### src/rtl/cfork3_sync_mmu_pkg.sv
`default_nettype none
// +--------------------------------------------------------------------+
// | mmu_fork_pkg : shared types/constants for the MMU 1-to-3 fork      |
// | Rev 1.0                                                            |
// +--------------------------------------------------------------------+
package mmu_fork_pkg;

  typedef enum logic [1:0] {
    IDLE    = 2'd0,
    ISSUE   = 2'd1,
    WAIT    = 2'd2,
    RELEASE = 2'd3
  } fork_state_e;

  localparam int FORK_PORTS  = 3;
  localparam int FORK_WDOG_W = 16;

endpackage
`default_nettype wire

### src/rtl/cfork3_sync_mmu_if.sv
`default_nettype none
// +--------------------------------------------------------------------+
// | cfork3_sync_mmu_if : drive/free bundle between producer and fork   |
// | Rev 1.0                                                            |
// +--------------------------------------------------------------------+
interface cfork3_sync_mmu_if #(
  parameter int DATA_W = 32
) ();

  logic              i_drive;
  logic [DATA_W-1:0] i_data;
  logic              o_free;
  logic              o_drive0;
  logic              o_drive1;
  logic              o_drive2;
  logic [DATA_W-1:0] o_data;
  logic              i_freeNext0;
  logic              i_freeNext1;
  logic              i_freeNext2;

  // Fork side
  modport slave (
    input  i_drive, i_data, i_freeNext0, i_freeNext1, i_freeNext2,
    output o_free, o_drive0, o_drive1, o_drive2, o_data
  );

  // Producer/consumer side
  modport master (
    output i_drive, i_data, i_freeNext0, i_freeNext1, i_freeNext2,
    input  o_free, o_drive0, o_drive1, o_drive2, o_data
  );

endinterface
`default_nettype wire

### src/rtl/cfork3_sync_mmu_ack_collect.sv
`default_nettype none
// +--------------------------------------------------------------------+
// | fork_ack_collect_mmu : done-mask of consumer frees, dup detection  |
// | Rev 1.0                                                            |
// +--------------------------------------------------------------------+
module fork_ack_collect_mmu
  import mmu_fork_pkg::*;
(
  input  logic                  clk,
  input  logic                  rst,
  input  logic                  i_en,
  input  logic                  i_clr,
  input  logic [FORK_PORTS-1:0] i_free,
  output logic                  o_all_done,
  output logic                  o_dup_err
);

  logic [FORK_PORTS-1:0] mask_q;
  logic [FORK_PORTS-1:0] mask_d;

  always_comb begin
    mask_d = mask_q;
    if (i_clr) begin
      mask_d = '0;
    end else if (i_en) begin
      mask_d = mask_q | i_free;
    end
  end

  always_ff @(posedge clk or posedge rst) begin
    if (rst) begin
      mask_q <= '0;
    end else begin
      mask_q <= mask_d;
    end
  end

  // Current-cycle frees count toward completion so the last free releases next cycle
  assign o_all_done = i_en && ((mask_q | i_free) == {FORK_PORTS{1'b1}});
  assign o_dup_err  = i_en && (|(mask_q & i_free));

endmodule
`default_nettype wire

### src/rtl/cfork3_sync_mmu.sv
`default_nettype none
// +--------------------------------------------------------------------+
// | cfork3_sync_mmu : clocked 1-to-3 drive/free fork for the MMU path  |
// | Optional watchdog: define FORK_TIMEOUT_EN.  Rev 1.0                |
// +--------------------------------------------------------------------+
module cfork3_sync_mmu
  import mmu_fork_pkg::*;
#(
  parameter int DATA_W      = 32,
  parameter int TIMEOUT_CYC = 255
) (
  input  logic              clk,
  input  logic              rst,
  cfork3_sync_mmu_if.slave  bus,
  output logic              o_proto_err,
  output logic              o_timeout
);

  fork_state_e           state_q, state_d;
  logic [DATA_W-1:0]     data_q, data_d;
  logic                  drive_q, drive_d;
  logic                  free_q, free_d;
  logic                  proto_err_q, proto_err_d;

  logic [FORK_PORTS-1:0] w_frees;
  logic                  w_collect;
  logic                  w_accept;
  logic                  w_all_done;
  logic                  w_dup_err;
  logic                  w_expire;
  logic                  w_mask_clr;

  assign w_frees    = {bus.i_freeNext2, bus.i_freeNext1, bus.i_freeNext0};
  assign w_collect  = (state_q == ISSUE) || (state_q == WAIT);
  assign w_mask_clr = w_accept || (state_d == RELEASE);

  fork_ack_collect_mmu u_ack (
    .clk        (clk),
    .rst        (rst),
    .i_en       (w_collect),
    .i_clr      (w_mask_clr),
    .i_free     (w_frees),
    .o_all_done (w_all_done),
    .o_dup_err  (w_dup_err)
  );

  always_comb begin
    state_d  = state_q;
    drive_d  = 1'b0;
    w_accept = 1'b0;
    case (state_q)
      IDLE, RELEASE: begin
        if (bus.i_drive) begin
          w_accept = 1'b1;
          drive_d  = 1'b1;
          state_d  = ISSUE;
        end else begin
          state_d  = IDLE;
        end
      end
      ISSUE:   state_d = w_all_done ? RELEASE : WAIT;
      WAIT:    if (w_all_done || w_expire) state_d = RELEASE;
      default: state_d = IDLE;
    endcase
  end

  always_comb begin
    free_d      = (state_d == RELEASE);
    data_d      = w_accept ? bus.i_data : data_q;
    proto_err_d = proto_err_q
                | (bus.i_drive && w_collect)
                | w_dup_err
                | ((|w_frees) && !w_collect);
  end

  always_ff @(posedge clk or posedge rst) begin
    if (rst) begin
      state_q     <= IDLE;
      data_q      <= '0;
      drive_q     <= 1'b0;
      free_q      <= 1'b0;
      proto_err_q <= 1'b0;
    end else begin
      state_q     <= state_d;
      data_q      <= data_d;
      drive_q     <= drive_d;
      free_q      <= free_d;
      proto_err_q <= proto_err_d;
    end
  end

`ifdef FORK_TIMEOUT_EN
  localparam logic [FORK_WDOG_W-1:0] TIMEOUT_LIM = FORK_WDOG_W'(TIMEOUT_CYC);

  logic [FORK_WDOG_W-1:0] wdog_q, wdog_d;
  logic                   timeout_q, timeout_d;

  // Counter value k means this is the (k+1)-th WAIT cycle
  always_comb begin
    wdog_d = wdog_q;
    if (state_q == WAIT) begin
      wdog_d = wdog_q + 1'b1;
    end else if (state_d == WAIT) begin
      wdog_d = '0;
    end
    timeout_d = timeout_q | (w_expire && !w_all_done);
  end

  assign w_expire = (state_q == WAIT) && ((wdog_q + 1'b1) == TIMEOUT_LIM);

  always_ff @(posedge clk or posedge rst) begin
    if (rst) begin
      wdog_q    <= '0;
      timeout_q <= 1'b0;
    end else begin
      wdog_q    <= wdog_d;
      timeout_q <= timeout_d;
    end
  end

  assign o_timeout = timeout_q;
`else
  logic unused_timeout_cfg;
  assign unused_timeout_cfg = |FORK_WDOG_W'(TIMEOUT_CYC);
  assign w_expire  = 1'b0;
  assign o_timeout = 1'b0;
`endif

  assign bus.o_drive0 = drive_q;
  assign bus.o_drive1 = drive_q;
  assign bus.o_drive2 = drive_q;
  assign bus.o_free   = free_q;
  assign bus.o_data   = data_q;
  assign o_proto_err  = proto_err_q;

endmodule
`default_nettype wire

### src/flat_wrapper.sv
// flat-port wrapper written by rule: the top's interface ports become plain ports
module cfork3_sync_mmu_flat import mmu_fork_pkg::*;
#(
  parameter int DATA_W      = 32,
  parameter int TIMEOUT_CYC = 255
)
  (clk, rst, o_proto_err, o_timeout, bus_i_drive, bus_i_data, bus_i_freeNext0, bus_i_freeNext1, bus_i_freeNext2, bus_o_free, bus_o_drive0, bus_o_drive1, bus_o_drive2, bus_o_data);
  cfork3_sync_mmu_if #(.DATA_W(DATA_W)) bus_i ();
  input  logic clk;
  input  logic rst;
  output logic o_proto_err;
  output logic o_timeout;
  input wire logic [$bits(bus_i.i_drive)-1:0] bus_i_drive;
  input wire logic [$bits(bus_i.i_data)-1:0] bus_i_data;
  input wire logic [$bits(bus_i.i_freeNext0)-1:0] bus_i_freeNext0;
  input wire logic [$bits(bus_i.i_freeNext1)-1:0] bus_i_freeNext1;
  input wire logic [$bits(bus_i.i_freeNext2)-1:0] bus_i_freeNext2;
  output wire logic [$bits(bus_i.o_free)-1:0] bus_o_free;
  output wire logic [$bits(bus_i.o_drive0)-1:0] bus_o_drive0;
  output wire logic [$bits(bus_i.o_drive1)-1:0] bus_o_drive1;
  output wire logic [$bits(bus_i.o_drive2)-1:0] bus_o_drive2;
  output wire logic [$bits(bus_i.o_data)-1:0] bus_o_data;
  assign bus_i.i_drive = bus_i_drive;
  assign bus_i.i_data = bus_i_data;
  assign bus_i.i_freeNext0 = bus_i_freeNext0;
  assign bus_i.i_freeNext1 = bus_i_freeNext1;
  assign bus_i.i_freeNext2 = bus_i_freeNext2;
  assign bus_o_free = bus_i.o_free;
  assign bus_o_drive0 = bus_i.o_drive0;
  assign bus_o_drive1 = bus_i.o_drive1;
  assign bus_o_drive2 = bus_i.o_drive2;
  assign bus_o_data = bus_i.o_data;
  cfork3_sync_mmu #(.DATA_W(DATA_W), .TIMEOUT_CYC(TIMEOUT_CYC)) u_core (.clk(clk), .rst(rst), .bus(bus_i), .o_proto_err(o_proto_err), .o_timeout(o_timeout));
endmodule
### config.mk
export PLATFORM = sky130hd
export DESIGN_NAME = cfork3_sync_mmu_flat
export DESIGN_NICKNAME = d
export VERILOG_FILES = /design/src/rtl/cfork3_sync_mmu_pkg.sv /design/src/rtl/cfork3_sync_mmu_if.sv /design/src/rtl/cfork3_sync_mmu_ack_collect.sv /design/src/rtl/cfork3_sync_mmu.sv /design/src/flat_wrapper.sv
export SDC_FILE = /design/constraint.sdc
export NUM_CORES = 1
export LEC_CHECK = 0
export BUFFER_PORTS_ARGS = -buffer_cell sky130_fd_sc_hd__buf_2
export CAP_MARGIN = 20
export CORE_AREA = 5 5 68 70
export CTS_BUF_LIST = sky130_fd_sc_hd__clkbuf_2 sky130_fd_sc_hd__clkbuf_4 sky130_fd_sc_hd__clkbuf_8
export DETAILED_ROUTE_END_ITERATION = 8
export DIE_AREA = 0 0 73 75
export PLACE_DENSITY = 0.78
export SLEW_MARGIN = 20
export SYNTH_ARGS = -nofsm -noshare
export SYNTH_HDL_FRONTEND = slang
export SYNTH_SLANG_ARGS = --single-unit
### constraint.sdc
create_clock -name clk -period 1.93 [get_ports clk]
set_input_delay 0.193 -clock clk [delete_from_list [all_inputs] [get_ports clk]]
set_output_delay 0.193 -clock clk [all_outputs]
set_load 0.05 [all_outputs]
==> results.py <==
metrics = {
    "sta": {
        "clock_skew_ns": 0.00484,
        "finalCritPeriodShare_pct": 85.0,
        "drv_slew": 0,
        "fin_setup_tns_ns": 0,
        "period_minus_slack_ns": 1.64,
        "finalHoldViolCount": 0,
        "max_freq_mhz": 609,
        "rsz0062_at_grt": "false",
        "setup_viol": 0,
    },
    "clocking": {
        "clk_path_buf_depth": 2,
        "postCtsSetupBuffers": 0,
        "clk_pin_slew_ns": 0.08,
        "cts_resized": 0,
        "cts.sinks": 40,
        "cts_tree": "done",
        "cts_hold_buffers": 0,
        "root_buffer": "clkbuf_8",
        "cts_buffers": 5,
        "htreeDepth": 2,
        "clk_latency_ns": 0.29,
    },
    "synth": {
        "synth_area_mm2": 0.00170,
        "syn_nets": 147,
        "seq_area_frac_synth_pct": 59.0,
        "ys_ff_latch": 40,
        "synth_edf_count": 0,
        "syn_area_per_cell_um2": 15.8,
        "synth_cell_types": 17,
        "ys.warnings.count": 0,
        "synthCells": 107,
        "synth-main-ff-cell": "dfrtp_1",
        "async_flop_share_pct": 100,
    },
    "hold_path": {
        "min_path_type": "input pin to async pin",
    },
    "route": {
        "detail-route-antenna-nets": 0,
        "via_per_inst": 4.74,
        "wl_per_cell_um": 15.4,
        "drt-initial-drc-count": 64,
        "drc": 0,
        "routed_wirelength_um": 3630,
        "drt-pass1-iter-count": 4,
        "num_vias": 1119,
    },
    "final_layout": {
        "fill_cells": 347,
        "final_nets": 225,
        "layout-drive-gt1-share_pct": 63.4,
        "diodes": 0,
        "syn2layout_area_growth_pct": 31.6,
        "fin_util_pct": 57.0,
    },
    "grt": {
        "antenna_found_initial": 0,
        "grt_pass1_vias": 1143,
        "gr-total-overflow": 0,
        "track_usage_pct": 13.5,
        "grt_max_degree": 41,
        "grt_pass1_wl_um": 5460,
    },
    "die": {
        "start_util_pct": 43.3,
        "core_area_mm2": 0.00391,
        "fp.dieH_um": 75,
        "die-area_mm2": 0.00548,
        "die_w_um": 73,
        "ios": 76,
        "num_rows": 23,
    },
    "worst_setup_path": {
        "rrSetupSlack_ns": 0.29,
        "end_kind": "flip-flop",
        "path_max_fanout": 13,
        "worstPathRequired_ns": 2.10,
        "cp.arrival_ns": 1.81,
        "start_kind": "flip-flop",
        "path_class": "flip-flop to flip-flop",
    },
    "run": {
        "maxCapViolations": 0,
    },
    "place": {
        "numPortBuffers": 74,
        "place_congestion": 0.713,
        "dp_hpwl_um": 2730,
    },
    "status": {
        "status": "complete, no violations",
    },
}
flip-flops by register name (all words and copies together) (netlist names):
name / flops
u_core.bus.o_data: 32
u_core.bus.o_drive0: 1
u_core.o_proto_err: 1
u_core.bus.o_free: 1
u_core.state_q: 2
u_core.u_ack.mask_q: 3
kinds of logic after synthesis:
logic type / after synthesis / share of synthesized area (%)
AOI/OAI and AO/OA: 14 / 4.87
adders and majority gates: 2 / 1.48
buffers and inverters: 12 / 4.65
and+or+nand+nor: 6 / 2.07
other: 1 / 0.221
DFF: 40 / 59.0
muxes: 32 / 27.7
path summary, 6_finish.rpt:
| check | start | endpoint | cells past startpoint |
|---|---|---|---|
| worst max-delay path | u_core.state_q[0]$_DFF_PP0_ | u_core.bus.o_data[31]$_DFFE_PP0P_ | 5 |
| worst min-delay path | rst | u_core.bus.o_data[5]$_DFFE_PP0P_ | 3 |
| worst max register to register | u_core.state_q[0]$_DFF_PP0_ | u_core.bus.o_data[31]$_DFFE_PP0P_ | 5 |
| worst min register to register | u_core.bus.o_data[4]$_DFFE_PP0P_ | u_core.bus.o_data[4]$_DFFE_PP0P_ | 1 |
| max in group asynchronous | rst | u_core.bus.o_free$_DFF_PP0_ | 3 |
| min in group clk | bus_i_data[3] | u_core.bus.o_data[3]$_DFFE_PP0P_ | 2 |
synth_stat cells, drive strengths merged (2+ instances only):
cell type | number | area (µm²)
dfrtp | 40 | 1000
nand2 | 4 | 22.5
buf | 6 | 56.3
mux2 | 32 | 469
a21oi | 7 | 35.0
inv | 6 | 22.5
and2 | 2 | 12.5
ha | 2 | 25.0
o22ai | 3 | 18.8
layout by cell type (no fill, tap or decap):
cell type and instances:
o22ai_1 3, conb_1 1, clkinv_2 1, ha_1 2
o2111ai_1 1, clkbuf_4 1, mux2_2 3, a21oi_1 7
bufinv_16 1, nand2_4 1, inv_1 6, o21ai_0 1
buf_12 2, nand2_1 3, buf_2 74, buf_4 1
dfrtp_1 40, clkbuf_8 5, o21a_1 1, mux2_4 29
and2_1 2, o211ai_1 1
layout make-up:
class                   instances  area (µm²)  share of cell area, %
flip-flops and latches         40        1000                   44.9
multi-input cells              55         616                   27.6
repair buffers                 77         418                   18.7
clock buffers                   6        76.3                   3.42
well taps                      50        62.6                   2.80
clock inverters                 2        35.0                   1.57
inverters                       6        22.5                   1.01
critical path, cell delays in order (launching register included):
cell     delay, ns
dfrtp_1       0.37
inv_1         0.05
ha_1          0.38
nand2_4       0.21
buf_12        0.18
mux2_2        0.33
stage by stage:
step | area [µm²] | setup WS, ns | hold slack [ns] | std cells
finish | 2230 | 0.289 | 0.00969 | 236
global route | 2230 | 0.202 | 0.0737 | 236
CTS | 2230 | 0.280 | 0.0236 | 236
detailed placement | 2120 | 0.292 | 0.340 | 228
global placement | 2120 | 0.324 | 0.334 | 228
floorplan | 1700 | 0.468 | 0.336 | 107
per-layer routing:
layer	vias up	wire, µm	GRT usage [%]	part of all wire (%)
li1	524	-	-	-
met2	50	1770	21.7	49
met5	-	0	0	0
met1	541	1470	16.3	40
met4	0	47	6.15	1.3
met3	4	342	5.07	9.4
Power is left out: the tool's default activity adds up to more than one toggle a clock period on the data nets, which glitch-free logic cannot reach.
